$ cat src/rtl/ps2_keycode.sv
// PS/2 keyboard receiver: synchronizes the raw PS/2 lines, deframes 11-bit frames,
// and decodes WASD make/break scancodes into a held USB HID keycode.
module ps2_keycode #(
    parameter int unsigned TIMEOUT_CYCLES = 50000
) (
    input  logic       Clk,
    input  logic       Reset_n,
    input  logic       PS2_CLK,
    input  logic       PS2_DAT,
    output logic [7:0] keycode,
    output logic       keycode_chg,
    output logic       frame_err
);

    localparam int unsigned CNT_W = 16;
    localparam logic [CNT_W-1:0] TO_LAST = CNT_W'(TIMEOUT_CYCLES - 1);

    typedef enum logic [1:0] {S_IDLE, S_DATA, S_PARITY, S_STOP} state_t;

    logic             clk_s1, clk_s2, clk_prev;
    logic             dat_s1, dat_s2;
    logic             fall;
    state_t           state_q, state_d;
    logic [2:0]       bit_cnt_q, bit_cnt_d;
    logic [7:0]       shift_q, shift_d;
    logic             par_q, par_d;
    logic [CNT_W-1:0] idle_q, idle_d;
    logic             byte_vld_q, byte_vld_d;
    logic [7:0]       byte_q, byte_d;
    logic             flush_q, flush_d;
    logic             err_d;
    logic             brk_q, ext_q;
    logic [7:0]       hid_c;

    // Two-flop synchronizers plus one more stage on the clock for edge detection
    always_ff @(posedge Clk or negedge Reset_n) begin
        if (!Reset_n) begin
            clk_s1   <= 1'b1;
            clk_s2   <= 1'b1;
            clk_prev <= 1'b1;
            dat_s1   <= 1'b1;
            dat_s2   <= 1'b1;
        end else begin
            clk_s1   <= PS2_CLK;
            clk_s2   <= clk_s1;
            clk_prev <= clk_s2;
            dat_s1   <= PS2_DAT;
            dat_s2   <= dat_s1;
        end
    end

    assign fall = clk_prev & ~clk_s2;

    always_ff @(posedge Clk or negedge Reset_n) begin
        if (!Reset_n) begin
            state_q    <= S_IDLE;
            bit_cnt_q  <= '0;
            shift_q    <= '0;
            par_q      <= 1'b0;
            idle_q     <= '0;
            byte_vld_q <= 1'b0;
            byte_q     <= '0;
            flush_q    <= 1'b0;
            frame_err  <= 1'b0;
        end else begin
            state_q    <= state_d;
            bit_cnt_q  <= bit_cnt_d;
            shift_q    <= shift_d;
            par_q      <= par_d;
            idle_q     <= idle_d;
            byte_vld_q <= byte_vld_d;
            byte_q     <= byte_d;
            flush_q    <= flush_d;
            frame_err  <= err_d;
        end
    end

    // Frame FSM; a timeout takes priority over a coincident falling edge
    always_comb begin
        state_d    = state_q;
        bit_cnt_d  = bit_cnt_q;
        shift_d    = shift_q;
        par_d      = par_q;
        idle_d     = '0;
        byte_vld_d = 1'b0;
        byte_d     = byte_q;
        flush_d    = 1'b0;
        err_d      = 1'b0;
        if (state_q != S_IDLE) begin
            idle_d = fall ? '0 : idle_q + CNT_W'(1);
        end
        if (state_q != S_IDLE && idle_q == TO_LAST) begin
            state_d   = S_IDLE;
            idle_d    = '0;
            shift_d   = '0;
            bit_cnt_d = '0;
            err_d     = 1'b1;
        end else if (fall) begin
            case (state_q)
                S_IDLE: begin
                    if (!dat_s2) begin
                        state_d   = S_DATA;
                        bit_cnt_d = '0;
                        shift_d   = '0;
                    end
                end
                S_DATA: begin
                    shift_d   = {dat_s2, shift_q[7:1]};
                    bit_cnt_d = bit_cnt_q + 3'd1;
                    if (bit_cnt_q == 3'd7) begin
                        state_d = S_PARITY;
                    end
                end
                S_PARITY: begin
                    par_d   = dat_s2;
                    state_d = S_STOP;
                end
                S_STOP: begin
                    state_d = S_IDLE;
                    if ((^{shift_q, par_q}) && dat_s2) begin
                        byte_vld_d = 1'b1;
                        byte_d     = shift_q;
                    end else begin
                        err_d   = 1'b1;
                        flush_d = 1'b1;
                    end
                end
                default: state_d = S_IDLE;
            endcase
        end
    end

    // Scancode set 2 to HID for the movement keys; 0 means unmapped
    always_comb begin
        hid_c = 8'h00;
        case (byte_q)
            8'h1C:   hid_c = 8'h04;
            8'h23:   hid_c = 8'h07;
            8'h1B:   hid_c = 8'h16;
            8'h1D:   hid_c = 8'h1A;
            default: hid_c = 8'h00;
        endcase
    end

    always_ff @(posedge Clk or negedge Reset_n) begin
        if (!Reset_n) begin
            brk_q       <= 1'b0;
            ext_q       <= 1'b0;
            keycode     <= 8'h00;
            keycode_chg <= 1'b0;
        end else begin
            keycode_chg <= 1'b0;
            if (flush_q) begin
                brk_q <= 1'b0;
                ext_q <= 1'b0;
            end else if (byte_vld_q) begin
                if (byte_q == 8'hF0) begin
                    brk_q <= 1'b1;
                end else if (byte_q == 8'hE0) begin
                    ext_q <= 1'b1;
                end else begin
                    brk_q <= 1'b0;
                    ext_q <= 1'b0;
                    if (!ext_q && hid_c != 8'h00) begin
                        if (!brk_q) begin
                            keycode     <= hid_c;
                            keycode_chg <= (hid_c != keycode);
                        end else if (keycode == hid_c) begin
                            keycode     <= 8'h00;
                            keycode_chg <= 1'b1;
                        end
                    end
                end
            end
        end
    end

endmodule

$ cat config.mk
export PLATFORM = sky130hd
export DESIGN_NAME = ps2_keycode
export DESIGN_NICKNAME = d
export VERILOG_FILES = /design/src/rtl/ps2_keycode.sv
export SDC_FILE = /design/constraint.sdc
export NUM_CORES = 1
export LEC_CHECK = 0
export CORE_MARGIN = 4
export CORE_UTILIZATION = 51
export CTS_CLUSTER_DIAMETER = 80
export DETAILED_ROUTE_END_ITERATION = 10
export PLACE_DENSITY = 0.69
export SYNTH_ARGS = -nofsm -noshare
export SYNTH_HDL_FRONTEND = slang
export SYNTH_SLANG_ARGS = --single-unit
export TNS_END_PERCENT = 5
$ cat constraint.sdc
create_clock -name Clk -period 3.11 [get_ports Clk]
set_clock_uncertainty 0.15 [all_clocks]
set_input_delay 0.4665 -clock Clk [delete_from_list [all_inputs] [get_ports Clk]]
set_output_delay 0.4665 -clock Clk [all_outputs]
set_load 0.05 [all_outputs]
* Word-level counts from Yosys, hierarchy flattened
Cells that the tools add are included.
** Word-level totals
- Logic and storage cells :: 105
- Register bits :: 57
- Output and inout bits :: 10
- Input bits :: 4
** Cells by class
- Eq/ne operators :: 18
- Add/sub/neg operators :: 2
- Muxes and demuxes :: 43
- Reduce and logical (&&, ||, !) cells :: 18
- Bitwise operators :: 6
** Operators with widths (count)
- two-way mux 16 bit :: 3
- two-way mux 8 bit :: 5
- equality test 8 x 5 -> 1 bit, second input constant :: 3
- two-way mux 1 bit :: 24
- case mux 5 bit (4 select lines) :: 1
- adder 16 x 1 -> 16 bit, second input constant :: 1
- equality test 16 bit, second input constant :: 1
- equality test 8 bit, second input constant :: 2
- case mux 8 bit (2 select lines) :: 1
- two-way mux 3 bit :: 3
- inequality test 3 bit, second input constant :: 3
- AND reduction 3 bit :: 3
- XOR reduction 9 bit :: 1
- equality test 8 x 6 -> 1 bit, second input constant :: 1
- equality test 8 bit :: 1
- two-way mux 2 bit :: 4
- inequality test 8 bit :: 1
- case mux 2 bit (4 select lines) :: 1
- nonzero test 8 bit :: 1
- case mux 3 bit (2 select lines) :: 1
- AND reduction 6 bit :: 1
- nonzero test 2 bit :: 3
- inverter 1 bit :: 5
- equality test 2 bit, second input constant :: 2
- other kinds (12) :: 15

* Depth between registers and ports, before layout
Gate-level depths: netlist (run 1).
- Depth after elaboration :: 10
- Depth in mapped cells :: 8
- Gate-level depth less buffers :: 8

* Worst setup path before layout (run 1)
No wires, ideal clock.
- Kind :: register to register
- Start :: register byte_q[3]
- End :: register keycode[0]
- Buffers on the path :: 0
- Required time :: 2.835 ns
- Library setup time :: 0.125 ns
- Data arrival time :: 2.580 ns
- Path slack :: 0.255 ns
- Period minus slack after synthesis :: 2.855 ns
- Stages on the path, launching flop included :: 9
- Path through :: dfrtp_1 -> or3b_1 -> or4_1 -> xnor2_1 -> nor2_1 -> nand4_1 -> ha_1 -> nor3_4 -> mux2_2
** Between the ends
- Cells in the longest elaborated chain, start to end :: 5
- Elaborated cells on any way between the ends :: 15
- Classes of those cells :: 8 x eq/ne; 2 x mux; 2 x bitwise; 3 x reduce/logical
** RTL lines
- from (decl) :: RTL line 29 : logic [7:0] byte_q, byte_d;
- from (signal assigned) :: RTL line 72 : byte_q <= byte_d;
- equality test 8 x 5 -> 1 bit / equality test 8 x 6 -> 1 bit (equally long branches) :: RTL line 136 : case (byte_q)
- case mux 5 bit (4 select lines) :: RTL line 136
- equality test 8 bit / nonzero test 8 bit (equally long branches) :: RTL line 168, 164
- inequality test 2 x 1 -> 1 bit (no source line) / logical AND 1 bit (equally long branches)
- AND reduction 6 bit (no source line)
- to (signal assigned) :: RTL line 166 : keycode <= hid_c;
- to (decl) :: RTL line 10 : output logic [7:0] keycode,
Parallel ways exist; a longest one is shown, timed or not.
A chain may end at the register's enable or synchronous reset.

* Worst setup path after layout (run 1)
- Start :: register byte_q[3]
- End :: register keycode[1]
The elaborated chain is that of the path after synthesis.

==> flow_metrics.py, run 1 <==
metrics = {
    "run_status": {
        "outcome": "complete, no violations",
    },
    "sta": {
        "whs_ps": 211.8,
        "setup_viol": 0,
        "fin_crit_ps": 2915,
        "worst_slew_pin_slew_ps": 825.0,
        "slew_headroom_pct": 45.00,
        "finalSetupTns_ps": 0,
        "setup_slack_ps": 195.1,
        "fin_crit_sh_pct": 93.73,
        "max_freq_mhz": 343.1,
        "grt_setup_unrepaired": "no",
        "hold_violations": 0,
        "drv_slew": 0,
    },
    "setup_path": {
        "rr_startpoint": "byte_q[3]",
        "crit_fanout": 6,
        "worstPathArrival_ps": 2960,
        "worstSetupEndpointType": "flip-flop",
        "critPathKind": "reg2reg",
        "crit_chain": "or3b_1, or4_1, xnor2_1, nor2_1, nand4_1, ha_1, nor3_4, mux2_2",
        "cp_top_family": "simple AND/OR/NAND/NOR gates",
        "crit_required_ps": 3150,
        "cp-start-kind": "flip-flop",
        "slowest_stage": "or4_1",
        "path_buf_inv": 0,
        "crit_start": "byte_q[3]",
        "max_stage_delay_ps": 600,
    },
    "floorplan": {
        "fp-row-count": 26,
        "fp.coreArea_um2": 5140,
        "start_util_pct": 53.24,
        "die_w_um": 81.25,
        "die_h_um": 81.25,
        "die-area_um2": 6602,
        "io_pins": 14,
    },
    "layout": {
        "area_growth_pct": 10.43,
        "fin_cells": 340,
        "drive_gt1_share_pct": 14.07,
        "fin_nets": 281,
        "n_antenna_cell": 0,
    },
    "synth": {
        "ys_types": 46,
        "synth_common_cells": "dfrtp_1, nor2_1, inv_1",
        "yosysSeqAreaShare_pct": 49.61,
        "ys_seq_elements": 54,
        "yosys_warnings": 0,
        "synth_edf_count": 0,
        "synth.area.top_cells": "dfrtp_1, xnor2_1, dfstp_2",
        "synth_area_um2": 2736,
        "async_flop_share_pct": 100.0,
        "syn_inst": 251,
        "synth_top_area_cell": "dfrtp_1",
        "ys.flop_type": "dfrtp_1",
        "yosysMostFrequentCell": "dfrtp_1",
        "avgSynthCellArea_um2": 10.90,
        "yosysTopAreaCellShare_pct": 44.81,
    },
    "power": {
        "p_leak_nw": 1.379,
        "p_sw_share_pct": 33.17,
        "p_clk_share_pct": 22.7,
        "ir_drop_v": 0.0003474,
        "switching_power_mw": 0.6070,
        "p_int_mw": 1.223,
        "seq_power_share_pct": 48.4,
        "power.density_nw_per_um2": 605.6,
        "p_comb_share_pct": 28.9,
    },
    "global_routing": {
        "grt_usage_pct": 15.21,
        "antenna_found_initial": 0,
        "grt_pass1_vias": 1691,
        "grt_start_max_net_pins": 22,
        "use_met1_pct": 20.64,
        "grt_util_met2_pct": 23.65,
        "grt_pass1_wl_um": 7790,
        "met3_usage_pct": 3.326,
        "busiest_layer": "met2",
        "grt_overflow": 0,
    },
    "cts": {
        "clock_latency_ps": 310,
        "htreeDepth": 2,
        "clock_sinks": 54,
        "clk_pin_slew_ps": 100,
        "clk_path_buf_depth": 2,
        "cts_tree": "done",
        "post_cts_buffers": 0,
        "numCtsBuffers": 5,
        "ctsRootBufferMaster": "clkbuf_8",
        "cts_resized": 0,
    },
    "worst_hold_path": {
        "min_from": "clk_s1",
        "hold_path_class": "reg2reg",
    },
    "detailed_routing": {
        "vias": 1725,
        "dr.pass1.iters": 4,
        "remaining_drc_errors": 0,
        "routed_wl_um": 4383,
        "drt_iter0_markers": 36,
        "ant_nets": 0,
        "wl_per_cell_um": 12.89,
        "vias_per_cell": 5.074,
    },
    "placed_design": {
        "port_buffers": 10,
        "dp_slack_ps": 136.5,
        "gp_congestion": 0.8423,
        "dp_cells": 331,
        "hpwlAfterDp_um": 3215,
    },
    "flow_run": {
        "maxCapViolCount": 0,
    },
}
==> worst register-to-register path, delay by kind of cell (launching register included) <==
family	cells	cell delay, ps
flip-flops	1	440
multiplexers	1	370
XOR/XNOR	1	160
adder cells (fa/ha/maj)	1	220
AND/OR/NAND/NOR	5	1470
==> sequential cells by signal, indices dropped and copies added, names as in the netlist, 2 cells and up <==
name,cells
idle_q,16
bit_cnt_q,3
byte_q,8
state_q,2
keycode,5
shift_q,8
==> kinds of logic after synthesis <==
group	after synthesis	share of synthesized area (%)
AO/OA/AOI/OAI	21	4.344
multiplexers	26	11.07
other	1	0.1370
buffers and inverters	30	5.166
adder cells (fa/ha/maj)	8	3.658
XOR/XNOR	26	8.825
AND/OR/NAND/NOR	85	17.19
flip-flops	54	49.61
==> stage by stage <==
stage / area, µm² / util (%) / power (mW)
floorplan: 2744 / - / 1.335
finish: 3022 / 58.79 / 1.830
detailed placement: 2913 / 56.67 / 1.437
global placement: 2913 / 56.67 / 1.426
global route: 3022 / 58.79 / 1.956
CTS: 3022 / 58.79 / 1.862
==> layout make-up <==
class,instances,area (µm²)
clock inverter,2,16.27
sequential,54,1358
tap,70,87.58
fill,476,2118
inverter,22,82.58
multi-input combinational,169,1245
clock buffer,6,82.58
timing repair buffer,17,150.1
==> layer usage <==
| metal | vias to the layer above | part of all wire, % |
|---|---|---|
| li1 | 863 | - |
| met4 | 0 | 1.7 |
| met1 | 835 | 50 |
| met5 | - | 0 |
| met3 | 6 | 2.8 |
| met2 | 21 | 46 |
==> final timing paths <==
kind,to,slack [ps],cells past startpoint
worst min register to register,clk_s2,210,0
min in group asynchronous,idle_q[2],480,2
worst max-delay path,keycode[1],200,8
worst min-delay path,clk_s2,210,0
worst max register to register,keycode[1],200,8
max in group asynchronous,clk_s1,1660,3
==> power by group through the flow <==
stage / Combinational, mW / Clock, mW / Sequential (mW)
finish: 0.529 / 0.415 / 0.886
detailed placement: 0.535 / 0 / 0.901
global route: 0.589 / 0.463 / 0.904
CTS: 0.538 / 0.437 / 0.887
floorplan: 0.451 / 0 / 0.884
global placement: 0.527 / 0 / 0.898
==> layout by cell type, fill, tap and decap left out, types with 3 or more instances in the layout <==
cell and count:
dfrtp_1 49, nor2_1 25, inv_1 22, nand2_1 19, xnor2_1 19, mux2i_1 13
a21oi_1 10, clkdlybuf4s50_1 9, nand3_1 8, ha_1 8, mux2_4 7, xor2_1 6
clkbuf_8 6, buf_4 6, mux2_2 5, dfstp_2 5, nor3_1 4, o21ai_0 4
nand4bb_1 3, or3_1 3, nand4_1 3, nor3b_1 3, conb_1 3
==> timing repair <==
item / in CTS / in global routing
hold buffers: 1 / 0
setup endpoints to repair: 0 / 5
hold endpoints to repair: 19 / 0
No activity file was read; power rests on OpenSTA's default activity.
==> run 2: changes to the inputs <==
GPL_ROUTABILITY_DRIVEN = 0   (was not set)
TNS_END_PERCENT = 1   (was 5)
==> results of run 2 <==
The final DEF is identical to that of run 1; final timing and power are the same.
==> run 3: changes to the inputs <==
CORE_UTILIZATION = 50   (was 51)
PLACE_DENSITY = 0.68   (was 0.69)
==> run 3 against run 2 <==
Die area is 1.8% higher. Flip-flop and latch count stayed put. Sequential share of layout area is 0.55 points higher. Worst hold slack worse by 110 ps. Final cell count is 1.2% lower. Critical endpoint unchanged.
==> flow_metrics.py, run 3 (synthesis gave the netlist of run 1 again) <==
metrics = {
    "sta": {
        "hold_violations": 0,
        "fin_crit_sh_pct": 94.37,
        "worst_slew_pin_slew_ps": 813.2,
        "whs_ps": 104.8,
        "fin_crit_ps": 2935,
        "slew_headroom_pct": 45.79,
        "drv_slew": 0,
        "setup_slack_ps": 175.2,
        "finalSetupTns_ps": 0,
        "grt_setup_unrepaired": "no",
        "setup_viol": 0,
        "max_freq_mhz": 340.7,
    },
    "layout": {
        "layout_commonest_cell": "dfrtp_1",
        "largest_reg_flops": 16,
        "drive_gt1_share_pct": 13.16,
        "multiInputGateArea_um2": 1245,
        "n_antenna_cell": 0,
        "final_cell_mix": "dfrtp_1, nor2_1, inv_1, nand2_1, xnor2_1",
        "reg.largest.list": "idle_q x16, byte_q x8, shift_q x8",
        "final_area_um2": 2985,
        "top_register": "idle_q",
        "n_fill_cell": 461,
        "final_core_util_pct": 57.36,
        "area_growth_pct": 9.099,
        "fin_nets": 277,
        "regArea_um2": 1358,
    },
    "flow_run": {
        "maxCapViolCount": 0,
    },
    "setup_path": {
        "worstPathArrival_ps": 2980,
        "rr_worst_depth": 8,
        "crit_required_ps": 3160,
        "r2r_setup_slack_ps": 180,
        "crit_fanout": 6,
        "rr_startpoint": "byte_q[3]",
        "critPathKind": "reg2reg",
        "worstSetupEndpointType": "flip-flop",
        "r2r_end": "keycode[1]",
        "cp-start-kind": "flip-flop",
    },
    "cts": {
        "cts_resized": 0,
        "clock_latency_ps": 310,
        "numCtsBuffers": 5,
        "htreeDepth": 2,
        "clk_pin_slew_ps": 100,
        "post_cts_buffers": 0,
        "clk_path_buf_depth": 2,
        "cts_hold_buffers": 0,
        "cts_tree": "done",
        "clock_sinks": 54,
        "ctsRootBufferMaster": "clkbuf_8",
    },
    "power": {
        "p_leak_nw": 1.360,
        "ir_drop_v": 0.0004362,
        "power.density_nw_per_um2": 610.4,
    },
    "placed_design": {
        "port_buffers": 10,
        "dp_slack_ps": 119.6,
        "placed_area_um2": 2890,
        "hpwlAfterDp_um": 3134,
    },
    "floorplan": {
        "io_pins": 14,
        "die_h_um": 81.98,
        "start_util_pct": 52.57,
        "die-area_um2": 6721,
        "fp.coreArea_um2": 5205,
        "die_w_um": 81.98,
        "fp-row-count": 26,
    },
    "detailed_routing": {
        "routed_wl_um": 4464,
        "dr.pass1.iters": 4,
        "vias": 1727,
        "ant_nets": 0,
        "drt_iter0_markers": 76,
        "remaining_drc_errors": 0,
        "vias_per_cell": 5.140,
        "wl_per_cell_um": 13.29,
    },
    "global_routing": {
        "grt_start_max_net_pins": 55,
        "grt_overflow": 0,
        "antenna_found_initial": 0,
        "grt_pass1_vias": 1754,
        "grt_pass1_wl_um": 8114,
        "grt_usage_pct": 15.80,
    },
    "worst_hold_path": {
        "hold_path_class": "in2async",
    },
    "run_status": {
        "outcome": "complete, no violations",
    },
}
-- run 3: worst max path at each step --
stage               from    endpoint  cells past startpoint
2_1_floorplan  byte_q[3]  keycode[0]                      8
3_5_place_dp   byte_q[3]  keycode[1]                      8
5_1_grt        byte_q[3]  keycode[1]                      8
4_1_cts        byte_q[3]  keycode[1]                      8
6_report       byte_q[3]  keycode[1]                      8
3_3_place_gp   byte_q[3]  keycode[3]                      8
-- run 3: where the power goes --
part / internal [mW] / switching [mW] / leakage, nW
sequential: 0.796 / 0.0914 / 0.724
combinational: 0.240 / 0.285 / 0.589
clock: 0.179 / 0.230 / 0.0472
-- run 3: worst max-delay path: stages (launching register included) --
cell     delay, ps
dfrtp_1        440
or3b_1         440
or4_1          600
xnor2_1        160
nor2_1         100
nand4_1        100
ha_1           220
nor3_4         240
mux2_2         370
-- run 3: stage by stage --
stage / std cells / power [mW]
after floorplan: 253 / 1.335
after global placement: 328 / 1.421
after detailed placement: 328 / 1.434
after CTS: 336 / 1.848
after global routing: 336 / 1.946
final: 336 / 1.822
-- run 3: layer usage --
metal	global-route usage, %	vias up	wire length (µm)
li1	-	869	-
met1	20.37	831	2210
met2	25.61	20	2027
met3	2.961	7	128
met4	7.475	0	97
met5	0	-	0
-- run 3: area by class of cell --
class / count / share of cell area, %
multi-input combinational: 169 / 41.70
inverter: 22 / 2.766
clock buffer: 6 / 2.766
sequential: 54 / 45.47
tap: 70 / 2.934
timing repair buffer: 13 / 3.940
clock inverter: 2 / 0.4191
